File: src/rtl/ieee754_sub_seq.sv
// Multi-cycle IEEE-754 single-precision subtractor (A - B) with valid/ready handshake.
// Define GUARD_ROUND_EN for guard/round/sticky tracking and round-to-nearest-even; otherwise truncates.
module ieee754_sub_seq #(
    parameter int ALIGN_STEP = 1,
    parameter int NORM_STEP  = 1
) (
    input  logic        clk,
    input  logic        rst,
    input  logic        in_valid,
    output logic        in_ready,
    input  logic [31:0] a,
    input  logic [31:0] b,
    output logic        out_valid,
    input  logic        out_ready,
    output logic [31:0] result,
    output logic [3:0]  flags
);

`ifdef GUARD_ROUND_EN
    localparam int GX = 3;
`else
    localparam int GX = 0;
`endif
    // Mantissa layout: [C] carry, [H] hidden bit, [GX-1:0] guard/round/sticky.
    localparam int MW = 25 + GX;
    localparam int H  = 23 + GX;
    localparam int C  = 24 + GX;
    localparam logic [4:0]  ASTEP = 5'(ALIGN_STEP);
    localparam logic [4:0]  NSTEP = 5'(NORM_STEP);
    localparam logic [31:0] QNAN  = 32'h7FC0_0000;

    typedef enum logic [2:0] {
        S_IDLE,
        S_UNPACK,
        S_ALIGN,
        S_ARITH,
        S_NORM,
`ifdef GUARD_ROUND_EN
        S_ROUND,
`endif
        S_DONE
    } state_t;

    state_t      state_q;
    logic        in_ready_q, out_valid_q;
    logic [31:0] result_q;
    logic [3:0]  flags_q;
    logic [31:0] a_q, b_q;
    logic        sx_q, sy_q;
    logic [8:0]  ex_q;
    logic [MW-1:0] mx_q, my_q;
    logic [4:0]  d_q;

    logic [7:0]  ea, eb, ea_eff, eb_eff, diff;
    logic [22:0] fa, fb;
    logic [23:0] ma, mb;
    logic        a_nan, b_nan, a_inf, b_inf, a_zero, b_zero, a_big;
    logic [4:0]  d_clamp;

    assign ea     = a_q[30:23];
    assign eb     = b_q[30:23];
    assign fa     = a_q[22:0];
    assign fb     = b_q[22:0];
    assign a_nan  = (ea == 8'hFF) && (fa != 23'd0);
    assign b_nan  = (eb == 8'hFF) && (fb != 23'd0);
    assign a_inf  = (ea == 8'hFF) && (fa == 23'd0);
    assign b_inf  = (eb == 8'hFF) && (fb == 23'd0);
    assign a_zero = (ea == 8'd0) && (fa == 23'd0);
    assign b_zero = (eb == 8'd0) && (fb == 23'd0);
    assign ea_eff = (ea == 8'd0) ? 8'd1 : ea;
    assign eb_eff = (eb == 8'd0) ? 8'd1 : eb;
    assign ma     = {(ea != 8'd0), fa};
    assign mb     = {(eb != 8'd0), fb};
    assign a_big  = {ea_eff, ma} >= {eb_eff, mb};
    assign diff   = a_big ? (ea_eff - eb_eff) : (eb_eff - ea_eff);
    assign d_clamp = (diff > 8'd26) ? 5'd26 : diff[4:0];

    logic [4:0]    a_step_d, n_step_d, lz_d;
    logic [MW-1:0] align_d, sum_d;
    logic [8:0]    exp_inc_d;

    assign a_step_d  = (d_q < ASTEP) ? d_q : ASTEP;
    assign sum_d     = (sx_q == sy_q) ? (mx_q + my_q) : (mx_q - my_q);
    assign exp_inc_d = ex_q + 9'd1;
    assign n_step_d  = (lz_d < NSTEP) ? lz_d : NSTEP;

    always_comb begin
        align_d = my_q >> a_step_d;
`ifdef GUARD_ROUND_EN
        align_d[0] = align_d[0] | (|(my_q & ((MW'(1) << a_step_d) - MW'(1))));
`endif
    end

    // Leading zeros counted from the hidden-bit position downward.
    always_comb begin
        lz_d = 5'(H + 1);
        for (int i = 0; i <= H; i++) begin
            if (mx_q[i]) lz_d = 5'(H - i);
        end
    end

`ifdef GUARD_ROUND_EN
    logic [MW-1:0] rsh_d;
    logic          rnd_up_d;
    logic [23:0]   rnd_d;
    assign rsh_d    = {1'b0, mx_q[MW-1:2], mx_q[1] | mx_q[0]};
    assign rnd_up_d = mx_q[2] & (mx_q[1] | mx_q[0] | mx_q[3]);
    assign rnd_d    = {1'b0, mx_q[H-1:GX]} + 24'(rnd_up_d);
`endif

    always_ff @(posedge clk or posedge rst) begin
        if (rst) begin
            state_q     <= S_IDLE;
            in_ready_q  <= 1'b1;
            out_valid_q <= 1'b0;
            result_q    <= 32'd0;
            flags_q     <= 4'd0;
            a_q         <= 32'd0;
            b_q         <= 32'd0;
            sx_q        <= 1'b0;
            sy_q        <= 1'b0;
            ex_q        <= 9'd0;
            mx_q        <= '0;
            my_q        <= '0;
            d_q         <= 5'd0;
        end else begin
            case (state_q)
                S_IDLE: begin
                    if (in_valid && in_ready_q) begin
                        a_q        <= a;
                        b_q        <= {~b[31], b[30:0]};
                        in_ready_q <= 1'b0;
                        state_q    <= S_UNPACK;
                    end
                end
                S_UNPACK: begin
                    out_valid_q <= 1'b1;
                    state_q     <= S_DONE;
                    flags_q     <= 4'b0000;
                    if (a_nan || b_nan) begin
                        result_q <= QNAN;
                        flags_q  <= 4'b1000;
                    end else if (a_inf && b_inf && (a_q[31] != b_q[31])) begin
                        // b_q carries the flipped sign, so differing bits mean equal original signs.
                        result_q <= QNAN;
                        flags_q  <= 4'b1000;
                    end else if (a_inf) begin
                        result_q <= a_q;
                    end else if (b_inf) begin
                        result_q <= b_q;
                    end else if (a_zero && b_zero) begin
                        result_q <= {a_q[31] & b_q[31], 31'd0};
                        flags_q  <= 4'b0001;
                    end else if (a_zero) begin
                        result_q <= b_q;
                    end else if (b_zero) begin
                        result_q <= a_q;
                    end else begin
                        out_valid_q <= 1'b0;
                        sx_q <= a_big ? a_q[31] : b_q[31];
                        sy_q <= a_big ? b_q[31] : a_q[31];
                        ex_q <= {1'b0, a_big ? ea_eff : eb_eff};
                        mx_q <= MW'(a_big ? ma : mb) << GX;
                        my_q <= MW'(a_big ? mb : ma) << GX;
                        d_q  <= d_clamp;
                        state_q <= (d_clamp == 5'd0) ? S_ARITH : S_ALIGN;
                    end
                end
                S_ALIGN: begin
                    my_q <= align_d;
                    d_q  <= d_q - a_step_d;
                    if (d_q == a_step_d) state_q <= S_ARITH;
                end
                S_ARITH: begin
                    if (sum_d == '0) begin
                        result_q    <= 32'd0;
                        flags_q     <= 4'b0001;
                        out_valid_q <= 1'b1;
                        state_q     <= S_DONE;
                    end else begin
                        mx_q    <= sum_d;
                        state_q <= S_NORM;
                    end
                end
                S_NORM: begin
                    if (mx_q[C]) begin
                        if (exp_inc_d == 9'd255) begin
                            result_q    <= {sx_q, 8'hFF, 23'd0};
                            flags_q     <= 4'b0100;
                            out_valid_q <= 1'b1;
                            state_q     <= S_DONE;
                        end else begin
`ifdef GUARD_ROUND_EN
                            mx_q    <= rsh_d;
                            ex_q    <= exp_inc_d;
                            state_q <= S_ROUND;
`else
                            result_q    <= {sx_q, exp_inc_d[7:0], mx_q[H:GX+1]};
                            flags_q     <= 4'b0000;
                            out_valid_q <= 1'b1;
                            state_q     <= S_DONE;
`endif
                        end
                    end else if (mx_q[H]) begin
`ifdef GUARD_ROUND_EN
                        state_q <= S_ROUND;
`else
                        result_q    <= {sx_q, ex_q[7:0], mx_q[H-1:GX]};
                        flags_q     <= 4'b0000;
                        out_valid_q <= 1'b1;
                        state_q     <= S_DONE;
`endif
                    end else if (ex_q <= {4'd0, n_step_d}) begin
                        // Results below the normal range flush to a signed zero.
                        result_q    <= {sx_q, 31'd0};
                        flags_q     <= 4'b0011;
                        out_valid_q <= 1'b1;
                        state_q     <= S_DONE;
                    end else begin
                        mx_q <= mx_q << n_step_d;
                        ex_q <= ex_q - {4'd0, n_step_d};
                    end
                end
`ifdef GUARD_ROUND_EN
                S_ROUND: begin
                    out_valid_q <= 1'b1;
                    state_q     <= S_DONE;
                    flags_q     <= 4'b0000;
                    if (rnd_d[23]) begin
                        if (exp_inc_d == 9'd255) begin
                            result_q <= {sx_q, 8'hFF, 23'd0};
                            flags_q  <= 4'b0100;
                        end else begin
                            result_q <= {sx_q, exp_inc_d[7:0], 23'd0};
                        end
                    end else begin
                        result_q <= {sx_q, ex_q[7:0], rnd_d[22:0]};
                    end
                end
`endif
                S_DONE: begin
                    if (out_ready) begin
                        out_valid_q <= 1'b0;
                        in_ready_q  <= 1'b1;
                        state_q     <= S_IDLE;
                    end
                end
                default: state_q <= S_IDLE;
            endcase
        end
    end

    assign in_ready  = in_ready_q;
    assign out_valid = out_valid_q;
    assign result    = result_q;
    assign flags     = flags_q;

endmodule

File: config.mk
export PLATFORM = sky130hd
export DESIGN_NAME = ieee754_sub_seq
export DESIGN_NICKNAME = d
export VERILOG_FILES = /design/src/rtl/ieee754_sub_seq.sv
export SDC_FILE = /design/constraint.sdc
export NUM_CORES = 1
export LEC_CHECK = 0
export BUFFER_PORTS_ARGS = -buffer_cell sky130_fd_sc_hd__buf_2
export CAP_MARGIN = 20
export CORE_ASPECT_RATIO = 0.6
export CORE_UTILIZATION = 57
export CTS_BUF_LIST = sky130_fd_sc_hd__clkbuf_4
export CTS_CLUSTER_SIZE = 28
export DETAILED_ROUTE_END_ITERATION = 8
export PLACE_DENSITY = 0.79
export SLEW_MARGIN = 20
export SYNTH_ARGS = -nofsm -noshare
export SYNTH_HDL_FRONTEND = slang
export SYNTH_SLANG_ARGS = --single-unit
File: constraint.sdc
create_clock -name clk -period 5.8 [get_ports clk]
set_clock_uncertainty 0.05 [all_clocks]
set_input_delay 1.45 -clock clk [delete_from_list [all_inputs] [get_ports clk]]
set_output_delay 1.45 -clock clk [all_outputs]
set_load 0.05 [all_outputs]
==> flow_metrics.env <==
export IMPL_status="finished clean"
export IMPL_drc=0
export IMPL_place_congestion=0.985
export IMPL_multi_input_area_mm2=0.00814
export IMPL_yosysMostFrequentCell="dfrtp_1"
export IMPL_setup_violations=0
export IMPL_numPortBuffers=105
export IMPL_antenna_left=0
export IMPL_stdcell_count=1816
export IMPL_synth_top_area_cell="dfrtp_1"
export IMPL_cp_required_ns=6.25
export IMPL_grt_pass1_vias=10800
export IMPL_synthArstFlopShare_pct=100
export IMPL_clkTransAtPathRegs_ns=0.17
export IMPL_fin_crit_sh_pct=95.7
export IMPL_cp_data_arrival_time_ns=6.00
export IMPL_synth_enable_flop_cells=0
export IMPL_io_pins=106
export IMPL_worstSetupPathType="reg2reg"
export IMPL_grt_setup_unrepaired="no"
export IMPL_insertion_delay_ns=0.62
export IMPL_holdWs_ns=0.478
export IMPL_nets=1639
export IMPL_max_freq_mhz=180
export IMPL_dp_cells=1780
export IMPL_grt_max_degree=172
export IMPL_min_path_cells=1
export IMPL_cp_slowest_stage_delay_ns=0.56
export IMPL_root_buffer="clkbuf_4"
export IMPL_synth_flop_cell="dfrtp_1"
export IMPL_cts_tree="yes"
export IMPL_finalHoldViolCount=0
export IMPL_grt_pass1_wl_mm=62.5
export IMPL_cp_start_kind="register"
export IMPL_drt_vias_per_instance=6.59
export IMPL_grt_usage_pct=35.1
export IMPL_min_period_ns=5.55
export IMPL_finalSetupTns_ns=0
export IMPL_ir_drop_v=0.000158
export IMPL_layout_drive_gt1_share_pct=20.6
export IMPL_rr_endpoint="result[2]$_DFFE_PP0P_"
export IMPL_synthTopCellsByArea="dfrtp_1 33%, ha_1 7.0%, mux2_2 7.0%"
export IMPL_ff2ff_path_depth=19
export IMPL_worst_pin_slew_ns=1.12
export IMPL_drv_slew=0
export IMPL_synth_cell_types=88
export IMPL_utilization_pct=64.0
export IMPL_netlist_area_mm2=0.0130
export IMPL_synth_avg_cell_area_um2=9.13
export IMPL_synth_top_cell_area_share_pct=32.8
export IMPL_ys_ff_latch=171
export IMPL_drtIter0Drc=1605
export IMPL_end_kind="register"
export IMPL_rr_startpoint="my_q[1]$_DFFE_PP0P_"
export IMPL_coreArea_mm2=0.0222
export IMPL_die_h_um=119
export IMPL_slew_headroom_pct=25.5
export IMPL_grt_overflow_total=0
export IMPL_crit_path_max_fanout=22
export IMPL_power_density_mw_per_mm2=139
export IMPL_cts_made_buffers=17
export IMPL_routed_wl_mm=40.4
export IMPL_endpoint="result[2]$_DFFE_PP0P_"
export IMPL_die_w_um=197
export IMPL_wl_per_cell_um=22.2
export IMPL_die_area_mm2=0.0234
export IMPL_hpwl_mm=30.9
export IMPL_seqCellArea_mm2=0.00428
export IMPL_drv_cap=0
export IMPL_vias=12000
export IMPL_power_leakage_nw=6.40
export IMPL_ys_seq_area_share_pct=33.0
export IMPL_htreeDepth=4
export IMPL_numClockSinks=171
export IMPL_worstHoldPathType="reg2reg"
export IMPL_cp_cell_sequence="inv_1, ha_1, nor4b_4, nand3b_1, or4_4, o31ai_1, xnor2_1, ha_1, nand2_1, or3_1, or3_1, a31o_2, a21boi_1, o2111ai_1, or2_4, a211oi_4, buf_4, buf_12, mux2_4"
export IMPL_synthCells=1423
export IMPL_dr_pass1_iters=7
export IMPL_syn2layout_area_growth_pct=9.20
export IMPL_antenna_found_initial=0
export IMPL_fillCellCount=1840
export IMPL_synth_common_cells="170 x dfrtp_1, 136 x a21oi_1, 104 x nand2_1"
export IMPL_start_util_pct=58.6
export IMPL_cts_buffer_depth=2
export IMPL_num_rows=42
export IMPL_startpoint="my_q[1]$_DFFE_PP0P_"
export IMPL_rrSetupSlack_ns=0.25
export IMPL_cp_slowest_cell="or4_4"
export IMPL_ys_warn_count=0
## layer usage
| metal | GRT usage, % | part of all wire, % | vias up |
|---|---|---|---|
| met5 | 2.18 | 0.16 | - |
| met1 | 56.1 | 48 | 5744 |
| met2 | 41.5 | 36 | 735 |
| li1 | - | - | 5436 |
| met4 | 5.62 | 1.1 | 2 |
| met3 | 16.1 | 15 | 48 |
## worst min path at each step
stage | startpoint | to | slack [ns]
3_5_place_dp | result[27]$_DFFE_PP0P_ | result[27]$_DFFE_PP0P_ | 0.44
3_3_place_gp | result[25]$_DFFE_PP0P_ | result[25]$_DFFE_PP0P_ | 0.44
5_1_grt | result[14]$_DFFE_PP0P_ | result[14]$_DFFE_PP0P_ | 0.49
4_1_cts | result[24]$_DFFE_PP0P_ | result[24]$_DFFE_PP0P_ | 0.48
6_report | result[14]$_DFFE_PP0P_ | result[14]$_DFFE_PP0P_ | 0.48
2_1_floorplan | d_q[4]$_DFFE_PP0P_ | d_q[4]$_DFFE_PP0P_ | 0.44
## worst max-delay path, delay by kind of cell (launching register included)
| kind | cells | cell delay (ns) |
|---|---|---|
| simple gates | 7 | 2.32 |
| compound gates | 5 | 1.13 |
| fa+ha+maj | 2 | 0.56 |
| flops | 1 | 0.47 |
| buf+inv | 3 | 0.47 |
| mux | 1 | 0.32 |
| xor+xnor | 1 | 0.11 |
## final cells by class
| cell class | count | area share (%) |
|---|---|---|
| Multi-Input combinational cell | 1091 | 57.4 |
| Sequential cell | 171 | 30.2 |
| Timing Repair Buffer | 136 | 5.62 |
| Tap cell | 308 | 2.72 |
| Inverter | 77 | 2.06 |
| Clock inverter | 15 | 1.13 |
| Clock buffer | 17 | 0.900 |
| Antenna cell | 1 | 0.0176 |
## state kept, by name, summed over array words and instances (netlist names), 3 cells and up
register,cells
ex_q,9
result,32
mx_q,25
my_q,25
flags,4
b_q,32
a_q,32
state_q,3
d_q,5
## through the flow
stage,setup WS (ns),power [mW],area [µm²]
after floorplan,0.607,1.24,13000
after global placement,0.257,1.27,13800
after detailed placement,0.108,1.27,13800
after CTS,0.0815,1.97,14100
after global routing,0.00625,2.03,14200
final,0.249,1.97,14200
## what timing repair did
action                                  4_1_cts  5_1_grt
endpoints found under the setup margin        8       49
pin swaps                                     0        1
gates resized for setup                       2        6
buffers inserted                              0        2
cloned                                        0        1
hold buffers                                  0        0
endpoints found under the hold margin         0        0
## power breakdown
part / switching, mW / internal [mW] / leakage (nW) / total, mW
logic: 0.0365 / 0.0210 / 3.95 / 0.0575
clock network: 0.493 / 0.230 / 0.153 / 0.723
registers: 0 / 1.19 / 2.30 / 1.19
total: 0.529 / 1.44 / 6.40 / 1.97
## logic make-up (layout without fill, tap and decap cells)
kind of cell / count (synthesis) / in the layout / share of synthesized area [%]
AOI/OAI and AO/OA: 427 / 427 / 21.4
other: 1 / 6 / 0.0289
xor gates and xnor gates: 52 / 52 / 3.51
buffers and inverters: 165 / 245 / 5.03
DFF: 171 / 171 / 33.0
adders and majority gates: 77 / 77 / 7.65
and+or+nand+nor: 343 / 343 / 13.1
muxes: 187 / 187 / 16.3
## cell usage in the layout, fill, tap and decap left out, types with 60 or more instances in the layout
cell and n:
a21oi_1 136, buf_2 106, dfrtp_1 170, ha_1 73
inv_1 74, mux2_2 81, mux2i_1 77, nand2_1 104
nor2_1 90, o21ai_0 62, o22ai_1 60
(Power assumes the default switching activity.)
